[config.mk]
export PLATFORM = sky130hd
export DESIGN_NAME = lsq_ooo_fwd_flat
export DESIGN_NICKNAME = d
export VERILOG_FILES = /design/src/rtl/lsq_ooo_fwd_if.sv /design/src/rtl/lsq_ooo_fwd.sv /design/src/flat_wrapper.sv
export SDC_FILE = /design/constraint.sdc
export NUM_CORES = 2
export LEC_CHECK = 0
export BUFFER_PORTS_ARGS = -buffer_cell sky130_fd_sc_hd__buf_2
export CAP_MARGIN = 20
export CORE_MARGIN = 1
export CORE_UTILIZATION = 35
export CTS_CLUSTER_DIAMETER = 40
export DETAILED_ROUTE_END_ITERATION = 6
export GPL_TIMING_DRIVEN = 0
export PLACE_DENSITY = 0.61
export REMOVE_ABC_BUFFERS = 1
export SETUP_SLACK_MARGIN = 0.05
export SYNTH_ARGS = -nofsm -noshare
export SYNTH_HDL_FRONTEND = slang
export SYNTH_SLANG_ARGS = --single-unit
[constraint.sdc]
create_clock -name clk -period 14.3 [get_ports clk]
set_input_delay 2.86 -clock clk [delete_from_list [all_inputs] [get_ports clk]]
set_output_delay 2.86 -clock clk [all_outputs]
set_load 0.1 [all_outputs]
[src/rtl/lsq_ooo_fwd_if.sv]
// ============================================================================
// Module : lsq_ooo_fwd_if
// Dispatch, CDB, store-commit and load-offer signals of the load/store queue.
// Rev    : 1.0
// ============================================================================
`default_nettype none

interface lsq_ooo_fwd_if #(
  parameter int DEPTH = 8,
  parameter int TAG_W = 4,
  parameter int XLEN  = 32
);
  localparam int c_cnt_w = $clog2(DEPTH) + 1;

  logic               enq_valid;
  logic               enq_ready;
  logic               enq_load;
  logic [TAG_W-1:0]   enq_rob_tag;
  logic [TAG_W-1:0]   enq_q_store;
  logic [XLEN-1:0]    enq_store_data;
  logic               cdb_valid;
  logic [TAG_W-1:0]   cdb_tag;
  logic               cdb_is_addr;
  logic [XLEN-1:0]    cdb_result;
  logic               st_commit;
  logic               st_mem_valid;
  logic [XLEN-1:0]    st_mem_addr;
  logic [XLEN-1:0]    st_mem_data;
  logic               ld_out_valid;
  logic               ld_out_ready;
  logic [TAG_W-1:0]   ld_out_tag;
  logic               ld_out_fwd;
  logic [XLEN-1:0]    ld_out_addr;
  logic [XLEN-1:0]    ld_out_data;
  logic [c_cnt_w-1:0] count;
  logic               empty;

  modport master (
    output enq_valid, enq_load, enq_rob_tag, enq_q_store, enq_store_data,
    output cdb_valid, cdb_tag, cdb_is_addr, cdb_result,
    output st_commit, ld_out_ready,
    input  enq_ready, st_mem_valid, st_mem_addr, st_mem_data,
    input  ld_out_valid, ld_out_tag, ld_out_fwd, ld_out_addr, ld_out_data,
    input  count, empty
  );

  modport slave (
    input  enq_valid, enq_load, enq_rob_tag, enq_q_store, enq_store_data,
    input  cdb_valid, cdb_tag, cdb_is_addr, cdb_result,
    input  st_commit, ld_out_ready,
    output enq_ready, st_mem_valid, st_mem_addr, st_mem_data,
    output ld_out_valid, ld_out_tag, ld_out_fwd, ld_out_addr, ld_out_data,
    output count, empty
  );
endinterface

`default_nettype wire

[src/rtl/lsq_ooo_fwd.sv]
// ============================================================================
// Module : lsq_ooo_fwd
// Load/store queue: in-order enqueue, out-of-order load issue with forwarding.
// Rev    : 1.0
// ============================================================================
`default_nettype none

module lsq_ooo_fwd #(
  parameter int DEPTH = 8,
  parameter int TAG_W = 4,
  parameter int XLEN  = 32
) (
  input  logic               clk,
  input  logic               reset,
  input  logic               flush,
  lsq_ooo_fwd_if.slave       bus
);
  localparam int c_ptr_w = $clog2(DEPTH);
  localparam int c_cnt_w = c_ptr_w + 1;

  logic             r_valid      [DEPTH];
  logic             r_load       [DEPTH];
  logic [TAG_W-1:0] r_rob_tag    [DEPTH];
  logic [XLEN-1:0]  r_addr       [DEPTH];
  logic             r_addr_valid [DEPTH];
  logic [XLEN-1:0]  r_data       [DEPTH];
  logic [TAG_W-1:0] r_q_store    [DEPTH];
  logic             r_issued     [DEPTH];

  logic [c_ptr_w:0]   r_wptr;
  logic [c_ptr_w:0]   r_rptr;
  logic [c_cnt_w-1:0] r_count;

  logic [c_ptr_w-1:0] w_head;
  logic [c_ptr_w-1:0] w_widx;
  logic               w_enq_ready;
  logic               w_enq;
  logic               w_st_fire;
  logic               w_pop;
  logic               w_issue;
  logic               w_ld_found;
  logic [c_ptr_w-1:0] w_ld_idx;
  logic               w_ld_fwd;
  logic [XLEN-1:0]    w_ld_data;
  logic               w_cdb_data_hit;
  logic               w_cdb_addr_hit;

  assign w_head      = r_rptr[c_ptr_w-1:0];
  assign w_widx      = r_wptr[c_ptr_w-1:0];
  assign w_enq_ready = r_count < c_cnt_w'(DEPTH);
  assign w_enq       = bus.enq_valid && w_enq_ready;

  assign w_st_fire = r_valid[w_head] && !r_load[w_head] && r_addr_valid[w_head]
                     && (r_q_store[w_head] == '0) && bus.st_commit;
  assign w_pop     = w_st_fire || (r_valid[w_head] && r_load[w_head] && r_issued[w_head]);
  assign w_issue   = w_ld_found && bus.ld_out_ready;

  // A newly enqueued entry must see a broadcast on the same cycle it is written.
  assign w_cdb_addr_hit = bus.cdb_valid && bus.cdb_is_addr && (bus.cdb_tag == bus.enq_rob_tag);
  assign w_cdb_data_hit = bus.cdb_valid && !bus.cdb_is_addr && !bus.enq_load
                          && (bus.enq_q_store != '0) && (bus.cdb_tag == bus.enq_q_store);

  // Walk entries oldest-first; for each load, scan its older stores oldest-first so the
  // last address match seen is the youngest older store.
  always_comb begin
    logic [c_ptr_w-1:0] ia;
    logic [c_ptr_w-1:0] jk;
    logic               blocked;
    logic               m_found;
    logic               m_ready;
    logic [XLEN-1:0]    m_data;
    logic               elig;
    w_ld_found = 1'b0;
    w_ld_idx   = '0;
    w_ld_fwd   = 1'b0;
    w_ld_data  = '0;
    ia         = '0;
    jk         = '0;
    blocked    = 1'b0;
    m_found    = 1'b0;
    m_ready    = 1'b0;
    m_data     = '0;
    elig       = 1'b0;
    for (int a = 0; a < DEPTH; a++) begin
      ia      = w_head + c_ptr_w'(a);
      blocked = 1'b0;
      m_found = 1'b0;
      m_ready = 1'b0;
      m_data  = '0;
      for (int k = 0; k < DEPTH; k++) begin
        jk = w_head + c_ptr_w'(k);
        if (k < a && r_valid[jk] && !r_load[jk]) begin
          if (!r_addr_valid[jk]) begin
            blocked = 1'b1;
          end else if (r_addr[jk] == r_addr[ia]) begin
            m_found = 1'b1;
            m_ready = (r_q_store[jk] == '0);
            m_data  = r_data[jk];
          end
        end
      end
      elig = r_valid[ia] && r_load[ia] && r_addr_valid[ia] && !r_issued[ia]
             && !blocked && !(m_found && !m_ready);
      if (elig && !w_ld_found) begin
        w_ld_found = 1'b1;
        w_ld_idx   = ia;
        w_ld_fwd   = m_found;
        w_ld_data  = m_found ? m_data : '0;
      end
    end
  end

  always_ff @(posedge clk) begin
    if (reset || flush) begin
      for (int i = 0; i < DEPTH; i++) begin
        r_valid[i]      <= 1'b0;
        r_addr_valid[i] <= 1'b0;
        r_issued[i]     <= 1'b0;
      end
      r_wptr  <= '0;
      r_rptr  <= '0;
      r_count <= '0;
    end else begin
      for (int i = 0; i < DEPTH; i++) begin
        if (r_valid[i] && bus.cdb_valid) begin
          if (bus.cdb_is_addr && (r_rob_tag[i] == bus.cdb_tag)) begin
            r_addr[i]       <= bus.cdb_result;
            r_addr_valid[i] <= 1'b1;
          end
          if (!bus.cdb_is_addr && (r_q_store[i] != '0) && (r_q_store[i] == bus.cdb_tag)) begin
            r_data[i]    <= bus.cdb_result;
            r_q_store[i] <= '0;
          end
        end
      end
      if (w_issue) begin
        r_issued[w_ld_idx] <= 1'b1;
      end
      if (w_pop) begin
        r_valid[w_head] <= 1'b0;
        r_rptr          <= r_rptr + 1'b1;
      end
      // Enqueue only when not full, so the write slot never collides with the head pop.
      if (w_enq) begin
        r_valid[w_widx]      <= 1'b1;
        r_load[w_widx]       <= bus.enq_load;
        r_rob_tag[w_widx]    <= bus.enq_rob_tag;
        r_issued[w_widx]     <= 1'b0;
        r_addr[w_widx]       <= bus.cdb_result;
        r_addr_valid[w_widx] <= w_cdb_addr_hit;
        r_data[w_widx]       <= w_cdb_data_hit ? bus.cdb_result : bus.enq_store_data;
        r_q_store[w_widx]    <= (w_cdb_data_hit || bus.enq_load) ? '0 : bus.enq_q_store;
        r_wptr               <= r_wptr + 1'b1;
      end
      case ({w_enq, w_pop})
        2'b10:   r_count <= r_count + c_cnt_w'(1);
        2'b01:   r_count <= r_count - c_cnt_w'(1);
        default: r_count <= r_count;
      endcase
    end
  end

  assign bus.enq_ready    = w_enq_ready;
  assign bus.count        = r_count;
  assign bus.empty        = (r_count == '0);
  assign bus.st_mem_valid = w_st_fire;
  assign bus.st_mem_addr  = r_addr[w_head];
  assign bus.st_mem_data  = r_data[w_head];
  assign bus.ld_out_valid = w_ld_found;
  assign bus.ld_out_tag   = r_rob_tag[w_ld_idx];
  assign bus.ld_out_fwd   = w_ld_fwd;
  assign bus.ld_out_addr  = r_addr[w_ld_idx];
  assign bus.ld_out_data  = w_ld_data;

endmodule

`default_nettype wire
[src/flat_wrapper.sv]
// flat-port wrapper written by rule: the top's interface ports become plain ports
module lsq_ooo_fwd_flat 
#(
  parameter int DEPTH = 8,
  parameter int TAG_W = 4,
  parameter int XLEN  = 32
)
  (clk, reset, flush, bus_enq_valid, bus_enq_load, bus_enq_rob_tag, bus_enq_q_store, bus_enq_store_data, bus_cdb_valid, bus_cdb_tag, bus_cdb_is_addr, bus_cdb_result, bus_st_commit, bus_ld_out_ready, bus_enq_ready, bus_st_mem_valid, bus_st_mem_addr, bus_st_mem_data, bus_ld_out_valid, bus_ld_out_tag, bus_ld_out_fwd, bus_ld_out_addr, bus_ld_out_data, bus_count, bus_empty);
  lsq_ooo_fwd_if #(.DEPTH(DEPTH), .TAG_W(TAG_W), .XLEN(XLEN)) bus_i ();
  input  logic clk;
  input  logic reset;
  input  logic flush;
  input wire logic [$bits(bus_i.enq_valid)-1:0] bus_enq_valid;
  input wire logic [$bits(bus_i.enq_load)-1:0] bus_enq_load;
  input wire logic [$bits(bus_i.enq_rob_tag)-1:0] bus_enq_rob_tag;
  input wire logic [$bits(bus_i.enq_q_store)-1:0] bus_enq_q_store;
  input wire logic [$bits(bus_i.enq_store_data)-1:0] bus_enq_store_data;
  input wire logic [$bits(bus_i.cdb_valid)-1:0] bus_cdb_valid;
  input wire logic [$bits(bus_i.cdb_tag)-1:0] bus_cdb_tag;
  input wire logic [$bits(bus_i.cdb_is_addr)-1:0] bus_cdb_is_addr;
  input wire logic [$bits(bus_i.cdb_result)-1:0] bus_cdb_result;
  input wire logic [$bits(bus_i.st_commit)-1:0] bus_st_commit;
  input wire logic [$bits(bus_i.ld_out_ready)-1:0] bus_ld_out_ready;
  output wire logic [$bits(bus_i.enq_ready)-1:0] bus_enq_ready;
  output wire logic [$bits(bus_i.st_mem_valid)-1:0] bus_st_mem_valid;
  output wire logic [$bits(bus_i.st_mem_addr)-1:0] bus_st_mem_addr;
  output wire logic [$bits(bus_i.st_mem_data)-1:0] bus_st_mem_data;
  output wire logic [$bits(bus_i.ld_out_valid)-1:0] bus_ld_out_valid;
  output wire logic [$bits(bus_i.ld_out_tag)-1:0] bus_ld_out_tag;
  output wire logic [$bits(bus_i.ld_out_fwd)-1:0] bus_ld_out_fwd;
  output wire logic [$bits(bus_i.ld_out_addr)-1:0] bus_ld_out_addr;
  output wire logic [$bits(bus_i.ld_out_data)-1:0] bus_ld_out_data;
  output wire logic [$bits(bus_i.count)-1:0] bus_count;
  output wire logic [$bits(bus_i.empty)-1:0] bus_empty;
  assign bus_i.enq_valid = bus_enq_valid;
  assign bus_i.enq_load = bus_enq_load;
  assign bus_i.enq_rob_tag = bus_enq_rob_tag;
  assign bus_i.enq_q_store = bus_enq_q_store;
  assign bus_i.enq_store_data = bus_enq_store_data;
  assign bus_i.cdb_valid = bus_cdb_valid;
  assign bus_i.cdb_tag = bus_cdb_tag;
  assign bus_i.cdb_is_addr = bus_cdb_is_addr;
  assign bus_i.cdb_result = bus_cdb_result;
  assign bus_i.st_commit = bus_st_commit;
  assign bus_i.ld_out_ready = bus_ld_out_ready;
  assign bus_enq_ready = bus_i.enq_ready;
  assign bus_st_mem_valid = bus_i.st_mem_valid;
  assign bus_st_mem_addr = bus_i.st_mem_addr;
  assign bus_st_mem_data = bus_i.st_mem_data;
  assign bus_ld_out_valid = bus_i.ld_out_valid;
  assign bus_ld_out_tag = bus_i.ld_out_tag;
  assign bus_ld_out_fwd = bus_i.ld_out_fwd;
  assign bus_ld_out_addr = bus_i.ld_out_addr;
  assign bus_ld_out_data = bus_i.ld_out_data;
  assign bus_count = bus_i.count;
  assign bus_empty = bus_i.empty;
  lsq_ooo_fwd #(.DEPTH(DEPTH), .TAG_W(TAG_W), .XLEN(XLEN)) u_core (.clk(clk), .reset(reset), .flush(flush), .bus(bus_i));
endmodule
==> metrics.yaml <==
cts_tree: "built"
hold_viol: 0
grt_pass1_wl_um: 540000
path_clk_slew_ns: 0.06
finalSetupViolations: 0
cellLeakagePower_uw: 0.0278
finalClockSkew_ns: 0.0686
ioPinCount: 226
dieHeight_um: 454
syn_area_per_cell_um2: 10.5
gp_congestion: 1.08
r2r_cells: 22
initial_core_util_pct: 35.3
cts_buffer_depth: 3
setup.worst_path.start: "u_core.r_rptr[2]"
synth_edf_count: 587
synth_top_area_cell: "edfxtp_1"
drc: 4
dp_hpwl_um: 310000
grt_pass1_vias: 61300
final_cell_mix: "mux2i_1, mux4_2, edfxtp_1"
cts_max_level: 3
clk_latency_ns: 0.81
track_usage_pct: 38.4
antenna_found_initial: 28
power_density_mw_per_mm2: 60.4
hold_path_class: "register to register"
syn_to_final_growth_pct: 16.1
drv_cap: 0
synth-seq-cells: 621
cts_made_buffers: 109
placed_cells: 9369
fin_nets: 6930
critPathLaunchType: "register"
num_rows: 165
fin_crit_ns: 14.15
synth_top_flop_cell: "edfxtp_1"
yosys_warnings: 0
cts-root-buf: "clkbuf_16"
io_buffer_count: 225
avgViaCountPerCell: 6.94
final_common_cell: "mux2i_1"
post_dp_cell_area_mm2: 0.0790
worstSetupPathType: "register to primary output"
drive_gt1_share_pct: 28.3
status: "complete, but fails checks"
ys_types: 106
cp.required_ns: 11.44
synthCells: 6812
instances_no_fill: 9615
netlist_top_cells_area: "edfxtp_1, mux4_2, mux2i_1"
critPathArrivalTime_ns: 11.29
violations: "design-rule violations"
via_count: 66700
post_drt_wl_per_cell_um: 42.4
grt_max_degree: 62
first_pass_iters: 7
wl_um: 408000
hold_buffers: 0
slew_violations: 0
critical_path.endpoint: "bus_ld_out_addr[30]"
post-route-period-util_pct: 99.0
ant_nets: 0
r2r_slack_ns: 4.44
syn_area_mm2: 0.0717
core-area_mm2: 0.203
rsz0062_at_grt: "no"
design_area_mm2: 0.0832
yosysTopAreaCellShare_pct: 24.6
max_freq_ghz: 0.0707
cts.sinks: 621
end_kind: "primary output"
ys_async_sr_fraction_pct: 0
timing.rr.start: "u_core.r_rptr[2]"
drt_iter0_markers: 10500
worst-path-max-fanout: 46
overflow: 0
seq_area_frac_synth_pct: 25.5
worstMarginPinSlew_ns: 1.39
relSlewSlack_pct: 6.94
r2r_end: "u_core.r_issued[4]"
die_x_um: 454
die-area_mm2: 0.207
vdd_drop_max_uv: 90.3
==> through the flow <==
step	hold WS, ns	setup TNS, ns	total power, µW	utilization [%]	setup WS (ns)
after floorplan	0.455	-3013.17	2250	-	-39.59
after global placement	0.475	-5394.17	2380	35.9	-68.89
after detailed placement	0.484	-12.51	2390	39.0	-0.829
after CTS	0.492	0	5030	40.9	0.0830
after global routing	0.512	0	5120	41.0	0.155
final	0.495	0	5020	41.0	0.147
==> critical path: stages, from the launching register on <==
cell and delay [ns]:
dfxtp_4 0.80, inv_1 0.66, ha_4 0.92, buf_16 0.32, buf_16 0.33, nor2_4 0.15, buf_12 0.19, a22oi_1 0.88
and2_1 0.31, xor2_1 0.67, and4b_1 0.35, nor4bb_2 0.39, buf_4 0.27, and2_1 0.61, buf_16 0.23, nand2_1 0.09
a31oi_1 0.49, or4b_1 0.20, o221a_1 0.22, mux2i_1 0.18, o21ai_4 0.86, buf_12 0.29, o22ai_1 0.10, or2_1 0.30
buf_2 0.33
==> how the worst min path moves through the flow <==
stage                                  start                  to  slack [ns]  cells after the start
after global placement    u_core.r_issued[5]  u_core.r_issued[5]        0.47                      2
after floorplan           u_core.r_issued[7]  u_core.r_issued[7]        0.46                      2
after detailed placement  u_core.r_issued[7]  u_core.r_issued[7]        0.48                      2
after CTS                 u_core.r_issued[7]  u_core.r_issued[7]        0.49                      2
final                     u_core.r_issued[5]  u_core.r_issued[5]        0.50                      2
after global routing      u_core.r_issued[7]  u_core.r_issued[7]        0.51                      2
==> synth_stat cells, types with 156 or more instances <==
cell / instances
mux2i_1: 743
mux4_2: 610
edfxtp_1: 587
nand2_1: 547
xnor2_1: 481
xor2_1: 463
mux2_2: 358
clkbuf_1: 336
nor2_1: 300
a21oi_1: 253
o21ai_0: 191
buf_2: 156
==> state kept, by name, summed over array words and instances, names as in the netlist, named ones only <==
| signal | flops |
|---|---|
| u_core.r_addr | 256 |
| u_core.r_data | 256 |
| u_core.r_q_store | 32 |
| u_core.r_rob_tag | 32 |
| u_core.r_addr_valid | 8 |
| u_core.r_issued | 8 |
| u_core.r_load | 8 |
| u_core.r_valid | 8 |
| u_core.bus.count | 4 |
| u_core.r_rptr | 3 |
| u_core.r_wptr | 3 |
==> layer usage <==
layer / vias to the layer above / GRT usage (%) / wire, µm
li1: 26400 / - / -
met1: 33700 / 50.1 / 157000
met2: 5379 / 56.7 / 173000
met3: 1221 / 9.91 / 46900
met4: 14 / 23.5 / 30200
met5: - / 0 / 198
==> power by group <==
group	switching, µW	internal [µW]	total [µW]
Combinational	246	109	355
Sequential	13.5	2000	2010
Clock	1050	1600	2650
Total	1310	3710	5020
==> logic make-up after synthesis <==
family | Yosys count | synth area share, %
DFF | 621 | 25.5
xor gates and xnor gates | 945 | 11.6
buffers and inverters | 800 | 5.38
muxes | 1719 | 35.3
and+or+nand+nor | 1714 | 12.0
adders and majority gates | 11 | 0.203
AOI/OAI and AO/OA | 1002 | 9.94
==> cell type report <==
type | count | area (µm²)
Fill cell | 19100 | 120000
Inverter | 154 | 603
Sequential cell | 621 | 18300
Antenna cell | 13 | 32.5
Multi-Input combinational cell | 5391 | 50600
Timing Repair Buffer | 557 | 6550
Clock buffer | 118 | 2810
Tap cell | 2672 | 3340
Clock inverter | 89 | 921
==> what timing repair did <==
| action | in CTS | in global routing |
|---|---|---|
| endpoints found under the setup margin | 69 | 22 |
| buffers inserted | 7 | 12 |
| pin swaps | 2 | 1 |
| cloned | 1 | 0 |
| resized for setup | 12 | 12 |
Power figures use the tool's default switching activity.
